**config.mk**
```make
export PLATFORM = sky130hd
export DESIGN_NAME = waveform_capture_flat
export DESIGN_NICKNAME = d
export VERILOG_FILES = /design/src/rtl/waveform_capture_if.sv /design/src/rtl/waveform_capture.sv /design/src/flat_wrapper.sv
export SDC_FILE = /design/constraint.sdc
export NUM_CORES = 1
export LEC_CHECK = 0
export ABC_CLOCK_PERIOD_IN_PS = 4000
export CORE_UTILIZATION = 60
export DETAILED_ROUTE_END_ITERATION = 6
export GPL_ROUTABILITY_DRIVEN = 0
export PLACE_DENSITY_LB_ADDON = 0.3
export SETUP_SLACK_MARGIN = 0.4
export SKIP_CTS_REPAIR_TIMING = 1
export SLEW_MARGIN = 20
export SYNTH_ARGS = -nofsm -noshare
export SYNTH_HDL_FRONTEND = slang
export SYNTH_SLANG_ARGS = --single-unit
export TNS_END_PERCENT = 5
```
**constraint.sdc**
```tcl
create_clock -name clk -period 4 [get_ports clk]
set_input_delay 0.8 -clock clk [delete_from_list [all_inputs] [get_ports clk]]
set_output_delay 0.8 -clock clk [all_outputs]
set_load 0.1 [all_outputs]
```
**src/rtl/waveform_capture_if.sv**
```systemverilog
// Pixel byte stream from the capture buffer to the plotter command path.
interface waveform_capture_if;
  logic       out_valid;
  logic [7:0] out_data;
  logic       out_last;
  logic       out_ready;

  modport master (output out_valid, output out_data, output out_last, input out_ready);
  modport slave  (input out_valid, input out_data, input out_last, output out_ready);
endinterface

```
**src/rtl/waveform_capture.sv**
```systemverilog
// 8-channel triggered capture into a DEPTH-sample record, replayed as packed
// 8-sample pixel bytes of one channel (oldest sample in bit 7).
module waveform_capture #(
  parameter int DEPTH   = 32,
  parameter int PRESC_W = 8
) (
  input  logic               clk,
  input  logic               rst_n,
  input  logic [7:0]         sample_in,
  input  logic [PRESC_W-1:0] presc,
  input  logic [2:0]         trig_ch,
  input  logic [1:0]         trig_mode,
  input  logic               start,
  input  logic               abort,
  input  logic               rd_start,
  input  logic [2:0]         rd_ch,
  waveform_capture_if.master px,
  output logic [2:0]         status
);

  localparam int NB = DEPTH / 8;
  localparam int AW = $clog2(DEPTH);
  localparam int KW = (NB > 1) ? $clog2(NB) : 1;

  typedef enum logic [2:0] {
    S_IDLE    = 3'd0,
    S_ARMED   = 3'd1,
    S_CAPTURE = 3'd2,
    S_DONE    = 3'd3,
    S_READOUT = 3'd4
  } state_t;

  state_t             state;
  logic [PRESC_W-1:0] cnt, presc_l;
  logic [2:0]         trig_ch_l, rd_ch_l;
  logic [1:0]         trig_mode_l;
  logic               prev, first;
  logic [AW-1:0]      wr_ptr;
  logic [KW-1:0]      k;
  logic               ov, ol;
  logic [7:0]         od;
  logic [DEPTH-1:0][7:0] mem;

  logic          tick, cur, trig_hit, wr_en;
  logic [AW-1:0] wr_idx, rd_base;
  logic [KW-1:0] k_nx, byte_sel;
  logic [2:0]    ch_sel;
  logic [7:0]    rd_byte;

  assign status       = state;
  assign px.out_valid = ov;
  assign px.out_data  = od;
  assign px.out_last  = ol;

  assign tick = (state == S_ARMED || state == S_CAPTURE) && (cnt == '0);
  assign cur  = sample_in[trig_ch_l];

  // The first tick after arming only seeds prev, so edge modes cannot fire on it.
  always_comb begin
    trig_hit = 1'b0;
    case (trig_mode_l)
      2'b00: trig_hit = 1'b1;
      2'b01: trig_hit = !first && !prev &&  cur;
      2'b10: trig_hit = !first &&  prev && !cur;
      2'b11: trig_hit = !first && (prev != cur);
      default: trig_hit = 1'b0;
    endcase
  end

  assign wr_en  = rst_n && !abort && tick &&
                  ((state == S_ARMED && trig_hit) || state == S_CAPTURE);
  assign wr_idx = (state == S_ARMED) ? '0 : wr_ptr;

  always_ff @(posedge clk) begin
    if (wr_en) mem[wr_idx] <= sample_in;
  end

  // Byte being loaded into the output register: byte 0 of rd_ch on rd_start,
  // otherwise the byte after the one currently presented.
  assign k_nx = k + KW'(1);
  always_comb begin
    byte_sel = (state == S_READOUT) ? k_nx : '0;
    ch_sel   = (state == S_READOUT) ? rd_ch_l : rd_ch;
    rd_base  = AW'({byte_sel, 3'b000});
    rd_byte  = '0;
    for (int j = 0; j < 8; j++) rd_byte[7-j] = mem[rd_base + AW'(j)][ch_sel];
  end

  always_ff @(posedge clk) begin
    if (!rst_n) begin
      state       <= S_IDLE;
      cnt         <= '0;
      presc_l     <= '0;
      trig_ch_l   <= '0;
      trig_mode_l <= '0;
      rd_ch_l     <= '0;
      prev        <= 1'b0;
      first       <= 1'b0;
      wr_ptr      <= '0;
      k           <= '0;
      ov          <= 1'b0;
      od          <= '0;
      ol          <= 1'b0;
    end else if (abort) begin
      state  <= S_IDLE;
      ov     <= 1'b0;
      ol     <= 1'b0;
      wr_ptr <= '0;
    end else begin
      if (state == S_ARMED || state == S_CAPTURE)
        cnt <= tick ? presc_l : cnt - PRESC_W'(1);

      case (state)
        S_IDLE: begin
          if (start) begin
            state       <= S_ARMED;
            presc_l     <= presc;
            cnt         <= presc;
            trig_ch_l   <= trig_ch;
            trig_mode_l <= trig_mode;
            first       <= 1'b1;
            wr_ptr      <= '0;
          end
        end
        S_ARMED: begin
          if (tick) begin
            prev  <= cur;
            first <= 1'b0;
            if (trig_hit) begin
              wr_ptr <= AW'(1);
              state  <= S_CAPTURE;
            end
          end
        end
        S_CAPTURE: begin
          if (tick) begin
            if (wr_ptr == AW'(DEPTH - 1)) begin
              wr_ptr <= '0;
              state  <= S_DONE;
            end else begin
              wr_ptr <= wr_ptr + AW'(1);
            end
          end
        end
        S_DONE: begin
          if (start) begin
            state       <= S_ARMED;
            presc_l     <= presc;
            cnt         <= presc;
            trig_ch_l   <= trig_ch;
            trig_mode_l <= trig_mode;
            first       <= 1'b1;
            wr_ptr      <= '0;
          end else if (rd_start) begin
            state   <= S_READOUT;
            rd_ch_l <= rd_ch;
            k       <= '0;
            ov      <= 1'b1;
            od      <= rd_byte;
            ol      <= (NB == 1);
          end
        end
        S_READOUT: begin
          if (ov && px.out_ready) begin
            if (ol) begin
              state <= S_DONE;
              ov    <= 1'b0;
              ol    <= 1'b0;
            end else begin
              k  <= k_nx;
              od <= rd_byte;
              ol <= (k_nx == KW'(NB - 1));
            end
          end
        end
        default: state <= S_IDLE;
      endcase
    end
  end

endmodule
```
**src/flat_wrapper.sv**
```systemverilog
// flat-port wrapper written by rule: the top's interface ports become plain ports
module waveform_capture_flat 
#(
  parameter int DEPTH   = 32,
  parameter int PRESC_W = 8
)
  (clk, rst_n, sample_in, presc, trig_ch, trig_mode, start, abort, rd_start, rd_ch, status, px_out_valid, px_out_data, px_out_last, px_out_ready);
  waveform_capture_if px_i ();
  input  logic clk;
  input  logic rst_n;
  input  logic [7:0] sample_in;
  input  logic [PRESC_W-1:0] presc;
  input  logic [2:0] trig_ch;
  input  logic [1:0] trig_mode;
  input  logic start;
  input  logic abort;
  input  logic rd_start;
  input  logic [2:0] rd_ch;
  output logic [2:0] status;
  output wire logic [$bits(px_i.out_valid)-1:0] px_out_valid;
  output wire logic [$bits(px_i.out_data)-1:0] px_out_data;
  output wire logic [$bits(px_i.out_last)-1:0] px_out_last;
  input wire logic [$bits(px_i.out_ready)-1:0] px_out_ready;
  assign px_out_valid = px_i.out_valid;
  assign px_out_data = px_i.out_data;
  assign px_out_last = px_i.out_last;
  assign px_i.out_ready = px_out_ready;
  waveform_capture #(.DEPTH(DEPTH), .PRESC_W(PRESC_W)) u_core (.clk(clk), .rst_n(rst_n), .sample_in(sample_in), .presc(presc), .trig_ch(trig_ch), .trig_mode(trig_mode), .start(start), .abort(abort), .rd_start(rd_start), .rd_ch(rd_ch), .px(px_i), .status(status));
endmodule
```
==> results of run 1 <==
[power by group]
group | internal (mW) | switching (mW) | total, mW | leakage (nW)
registers | 3.43 | 0.0277 | 3.46 | 2.67
logic | 0.140 | 0.251 | 0.391 | 1.76
clock network | 1.63 | 1.19 | 2.83 | 0.465
total | 5.20 | 1.47 | 6.67 | 4.90
[sequential cells by signal, summed over array words and instances, names as in the netlist, 2 cells and up]
| name | count |
|---|---|
| u_core.trig_mode_l | 2 |
| u_core.cnt | 8 |
| u_core.status | 3 |
| u_core.trig_ch_l | 3 |
| u_core.k | 2 |
| u_core.px.out_data | 8 |
| u_core.wr_ptr | 5 |
| u_core.mem | 256 |
| u_core.rd_ch_l | 3 |
| u_core.presc_l | 8 |
[routing by layer]
layer	part of all wire, %	track usage (%)
met5	0	0
met4	3.1	10.8
met1	39	45.3
met3	12	8.13
met2	46	50.0
[worst max-delay path: stages (launching register included)]
cell and delay [ps]:
dfxtp_1 480, buf_4 250, clkdlybuf4s50_1 1150
[cells by family (layout without fill, tap and decap cells)]
kind of cell / count (synthesis) / in the layout / synth area share [%]
AOI/OAI and AO/OA: 220 / 220 / 12.5
adders and majority gates: 4 / 4 / 0.387
other: 0 / 1 / 0
xor gates and xnor gates: 1 / 1 / 0.0677
DFF: 302 / 302 / 66.5
muxes: 87 / 87 / 7.76
and+or+nand+nor: 268 / 268 / 10.4
buffers and inverters: 68 / 179 / 2.33
[synthesized netlist by cell type (21+ instances only)]
cell | number | area share, %
nand2_1 | 66 | 1.9
buf_2 | 22 | 0.85
mux2i_1 | 66 | 5.1
nor2_1 | 74 | 2.1
edfxtp_1 | 256 | 59
nor3_1 | 24 | 0.93
o21ai_0 | 37 | 1.4
clkbuf_1 | 31 | 0.90
o22ai_1 | 24 | 1.2
a21oi_1 | 21 | 0.81
nand3_1 | 27 | 1.0
dfxtp_1 | 46 | 7.1
[stage by stage]
| step | hold slack (ps) | instance area [µm²] | setup slack (ps) | instances |
|---|---|---|---|---|
| after floorplan | 447 | 12900 | 688 | 950 |
| after global placement | 460 | 14000 | 322 | 1280 |
| after detailed placement | 469 | 14000 | 251 | 1280 |
| after global routing | 505 | 15000 | 533 | 1336 |
| final | 480 | 15000 | 754 | 1337 |
| after CTS | 478 | 15000 | 653 | 1336 |
[worst max-delay path by stage]
stage                                        to             start  depth (start not counted)  slack [ps]
final                                 status[1]  u_core.status[1]                          2         750
after CTS                 u_core.px.out_data[3]       u_core.k[0]                          9         650
after global routing      u_core.px.out_data[3]       u_core.k[0]                          9         530
after floorplan                 u_core.mem[200]  u_core.status[1]                          6         690
after global placement           u_core.mem[80]      sample_in[5]                          9         320
after detailed placement         u_core.mem[84]      sample_in[5]                          9         250
[cell type report]
class / instances / area, µm²
Sequential cell: 302 / 8610
Fill cell: 1425 / 6080
Multi-Input combinational cell: 580 / 4060
Timing Repair Buffer: 116 / 973
Clock buffer: 34 / 766
Tap cell: 275 / 344
Clock inverter: 22 / 228
Inverter: 7 / 30.0
Antenna cell: 1 / 2.50
==> out/metrics.sh, run 1 <==
MAX_SLEW_MARGIN_PCT=29.8
VIAS_IN_THE_FIRST_GLOBAL_ROUTE=8686
MOSTFREQUENTLAYOUTCELL='edfxtp_1'
CLK-INSERTION-DELAY-LATE_PS=560
FIRST_ITER_VIOLATIONS=998
UTILIZATION_PCT=71.2
LEFTOVER_OVERFLOW_AT_THE_END_OF_GLOBAL_ROUTING=0
TIMING.CLOCK.SKEW_PS=9.20
DETAILED_ROUTE_WL_MM=34.9
POSTSYNTHCELLCOUNT=950
SYNTH-EDFF-COUNT=256
FLOORPLAN.DIE.HEIGHT_UM=149
DRC_ERRORS=0
CORE_AREA_MM2=0.0211
STATIC-LEAKAGE-POWER_nW=4.90
GRT_ANTENNA_BEFORE_REPAIR=0
SYNTH_FF_TYPE='edfxtp_1'
DETAILED_PLACE_HPWL_MM=21.5
ROW_COUNT=53
FINAL_PERIOD_UTILIZATION_PCT=81.2
WORST_EP_ARRIVAL_TIME_PS=2450
FLOORPLAN.DIE_AREA_MM2=0.0222
DETAIL_ROUTE.FIRST_PASS.ITERATIONS=6
AREA_GROWTH_SYN_TO_FIN_PCT=15.9
MIN_PATH_TYPE='reg -> reg'
HOLD_VIOL=0
HOLD-PATH-ENDPOINT='u_core.k[1]'
DIE_W_UM=149
CP_DATA_REQUIRED_TIME_PS=3200
IO_BUFFER_COUNT=42
MAXCAPVIOLATIONS=0
SETUP_VIOL_COUNT_FINAL=0
POST_SYN_AREA_MM2=0.0129
WORST-SLEW-PIN-TRANSITION_PS=1050
CLK_PIN_SLEW_PS=60
HTREE_NUM_LEVELS=1
WORST-R2R-SETUP-SLACK_PS=770
SYNTH.NET_COUNT=984
FINAL_ANTENNA_NET_COUNT=0
FIRST_PASS_GRT_WIRE_LENGTH_MM=52.4
DESIGN_POWER_mW=6.67
BOUNDARYPINS=43
CTSROOTBUFFERMASTER='clkbuf_16'
AVGROUTEDWIREPERCELL_UM=26.1
SYNTH.FF_LATCH_COUNT=302
TIMING.RR.START='u_core.k[0]'
TIMING.CRITICAL_PATH.FANOUT_MAX=9
SYNTH-SEQ-AREA-SHARE_PCT=66.5
MIN-DELAY-START='u_core.k[1]'
SYN_AREA_PER_CELL_UM2=13.6
PERIOD_NEEDED_PS=3250
DRIVE_ABOVE_1_SHARE_PCT=15.2
CRITICAL_PATH.ENDPOINT_TYPE='primary output'
YS_WARN_COUNT=0
FINAL_MAX_SLEW_VIOL_COUNT=0
MAX-VDD-IR-DROP_V=0.000406
RUN_STATUS='finished clean'
SETUP_REPAIR_AFTER_GLOBAL_ROUTING_MISSED_ITS_MARGIN='false'
FIN_SETUP_TNS_PS=0
SYNTHDISTINCTLIBCELLS=79
FINAL_NETS=1071
HOLD_PATH_DEPTH=2
CTS_BUFFERS=30
MOST-COMMON-LAYOUT-CELLS='256 x edfxtp_1, 75 x buf_4, 74 x nor2_1, 66 x nand2_1, 66 x mux2i_1'
GRT_START_MAX_NET_PINS=67
START_UTIL_PCT=61.4
ACHIEVABLE-FREQUENCY_MHz=308
CRITICAL_PATH_CLASS='reg -> out'
GR-USAGE-ALL-LAYERS_PCT=32.4
ROUTE.VIAS.TOTAL=8903
POWERDENSITY_mW_PER_MM2=445
WORSTREGTOREGCELLS=9
VIA_PER_INST=6.66
CLOCK_PATH_BUFFERS=3
STARTPOINT_TYPE='register'
R2R_END='u_core.px.out_data[3]'
CTS_TREE='done'
ASYNC_FLOP_SHARE_PCT=0
CTS.SINKS=302
(Power assumes the default switching activity.)
==> run 2: changes to the inputs <==
--- a/config.mk
+++ b/config.mk
@@ -5,7 +5,7 @@
 export SDC_FILE = /design/constraint.sdc
 export NUM_CORES = 1
 export LEC_CHECK = 0
-export ABC_CLOCK_PERIOD_IN_PS = 4000
+export ABC_CLOCK_PERIOD_IN_PS = 3340
 export CORE_UTILIZATION = 60
 export DETAILED_ROUTE_END_ITERATION = 6
 export GPL_ROUTABILITY_DRIVEN = 0
==> constraint.sdc (replaced) <==
create_clock -name clk -period 3.34 [get_ports clk]
set_input_delay 0.668 -clock clk [delete_from_list [all_inputs] [get_ports clk]]
set_output_delay 0.668 -clock clk [all_outputs]
set_load 0.1 [all_outputs]
==> run 2 against run 1 <==
Net effect: hold slack improved by 12 ps; total power rose by 18%; design area rose by 0.29%; register-to-register slack got worse by 250 ps; final cell count rose by 0.67%; routed wire length fell by 0.67%; clock power rose by 15%; flip-flop and latch count did not move; core utilization rose by 0.21 points; largest power group unchanged; critical path depth rose by 4; die area did not move; non-clock buffer count rose by 11.
==> out/metrics.sh, run 2 (same netlist as run 1, synthesis figures left out) <==
RUN_STATUS='finished clean'
BOUNDARYPINS=43
MAXCAPVIOLATIONS=0
MOST-COMMON-LAYOUT-CELLS='256 x edfxtp_1, 97 x buf_4, 74 x nor2_1, 66 x mux2i_1, 65 x nand2_1'
VIAS_IN_THE_FIRST_GLOBAL_ROUTE=8765
HOLD_VIOL=0
GR-USAGE-ALL-LAYERS_PCT=32.1
HOLD_PATH_DEPTH=2
WORST_EP_ARRIVAL_TIME_PS=3250
REGISTER_BANK_WITH_THE_MOST_FLOPS='u_core.mem'
FIRST_PASS_GRT_WIRE_LENGTH_MM=52.2
DIE_W_UM=149
FINAL_ANTENNA_NET_COUNT=0
AVGROUTEDWIREPERCELL_UM=25.7
DRIVE_ABOVE_1_SHARE_PCT=17.7
CORE_AREA_MM2=0.0211
FIN_SETUP_TNS_PS=0
CLK-INSERTION-DELAY-LATE_PS=560
GRT_ANTENNA_BEFORE_REPAIR=1
MIN-DELAY-START='u_core.presc_l[2]'
WORSTREGTOREGCELLS=6
WORST-R2R-SETUP-SLACK_PS=520
LARGEST_REGISTER_FFS=256
DRC_ERRORS=0
DETAILED_ROUTE_WL_MM=34.6
ACHIEVABLE-FREQUENCY_MHz=354
MIN_PATH_TYPE='reg -> reg'
TIMING.RR.START='u_core.status[2]'
HOLD-PATH-ENDPOINT='u_core.presc_l[2]'
MULTI_INPUT_AREA_MM2=0.00407
FLOORPLAN.DIE.HEIGHT_UM=149
START_UTIL_PCT=61.4
CLOCK_PATH_BUFFERS=3
GRT_START_MAX_NET_PINS=65
FINAL_MAX_SLEW_VIOL_COUNT=0
HTREE_NUM_LEVELS=1
POWERDENSITY_mW_PER_MM2=523
CTS.SINKS=302
ROUTE.VIAS.TOTAL=9006
STATIC-LEAKAGE-POWER_nW=4.98
MOSTFREQUENTLAYOUTCELL='edfxtp_1'
CTS_TREE='done'
PERIOD_NEEDED_PS=2820
FILLERINSTANCES=1391
R2R_END='u_core.px.out_data[3]'
CTS_BUFFERS=30
MAX_SLEW_MARGIN_PCT=44.6
SETUP_VIOL_COUNT_FINAL=0
CTSROOTBUFFERMASTER='clkbuf_16'
LEFTOVER_OVERFLOW_AT_THE_END_OF_GLOBAL_ROUTING=0
UTILIZATION_PCT=71.4
MAX-VDD-IR-DROP_V=0.000463
FIRST_ITER_VIOLATIONS=1066
FLOORPLAN.DIE_AREA_MM2=0.0222
FINAL_PERIOD_UTILIZATION_PCT=84.6
INSERTEDDIODECOUNT=0
IO_BUFFER_COUNT=42
CLK_PIN_SLEW_PS=70
FF_LATCH_AREA_MM2=0.00861
WORST-SLEW-PIN-TRANSITION_PS=827
SETUP_REPAIR_AFTER_GLOBAL_ROUTING_MISSED_ITS_MARGIN='true'
STARTPOINT_TYPE='register'
DETAIL_ROUTE.FIRST_PASS.ITERATIONS=5
VIA_PER_INST=6.69
CRITICAL_PATH_CLASS='reg -> reg'
TIMING.CLOCK.SKEW_PS=15.6
DETAILED_PLACE_HPWL_MM=21.3
TIMING.CRITICAL_PATH.FANOUT_MAX=22
CRITICAL_PATH.ENDPOINT_TYPE='register'
FINAL_NETS=1082
ROW_COUNT=53
CP_DATA_REQUIRED_TIME_PS=3770
AREA_GROWTH_SYN_TO_FIN_PCT=16.3
-- run 2: routing by layer --
| metal | vias to the layer above | track usage, % | wire, µm |
|---|---|---|---|
| li1 | 3945 | - | - |
| met1 | 4332 | 45.0 | 13800 |
| met2 | 622 | 50.3 | 15900 |
| met3 | 107 | 5.96 | 3760 |
| met4 | 0 | 11.8 | 1210 |
| met5 | - | 0 | 0 |
-- run 2: layout make-up --
class	count	area share [%]
clock buffer	36	5.28
clock inverter	19	1.06
inverter	7	0.175
multi-input combinational	580	27.0
sequential	302	57.2
tap	275	2.29
timing repair buffer	127	6.92
-- run 2: metrics by stage --
stage	setup WS [ps]	total power, mW	std cells	hold WS, ps	cell area, µm²
3_3_place_gp	-59.3	4.68	1291	454	14100
3_5_place_dp	-140	4.68	1291	480	14100
6_report	516	7.88	1346	491	15100
2_1_floorplan	381	4.47	950	447	13000
4_1_cts	372	7.89	1346	489	15000
5_1_grt	361	8.07	1346	520	15100
-- run 2: worst max-delay path by stage --
| stage | from | to | cells past startpoint |
|---|---|---|---|
| 3_3_place_gp | sample_in[5] | u_core.mem[248] | 9 |
| 2_1_floorplan | u_core.k[0] | u_core.px.out_data[0] | 12 |
| 5_1_grt | u_core.cnt[0] | u_core.wr_ptr[3] | 9 |
| 4_1_cts | u_core.trig_ch_l[1] | u_core.mem[8] | 8 |
| 3_5_place_dp | sample_in[5] | u_core.mem[11] | 9 |
| 6_report | u_core.status[2] | u_core.px.out_data[3] | 6 |
-- run 2: power by group --
group | leakage, nW | switching, mW | internal, mW | total [mW]
Clock | 0.460 | 1.41 | 1.85 | 3.26
Combinational | 1.84 | 0.304 | 0.173 | 0.477
Sequential | 2.68 | 0.0308 | 4.11 | 4.14
-- run 2: worst max-delay path, cell delays in order, from the launching register on --
cell and delay, ps:
dfxtp_2 570, nor4b_4 540, buf_4 260, mux4_1 630, a211o_1 320, nor4_1 270, nor4_1 110
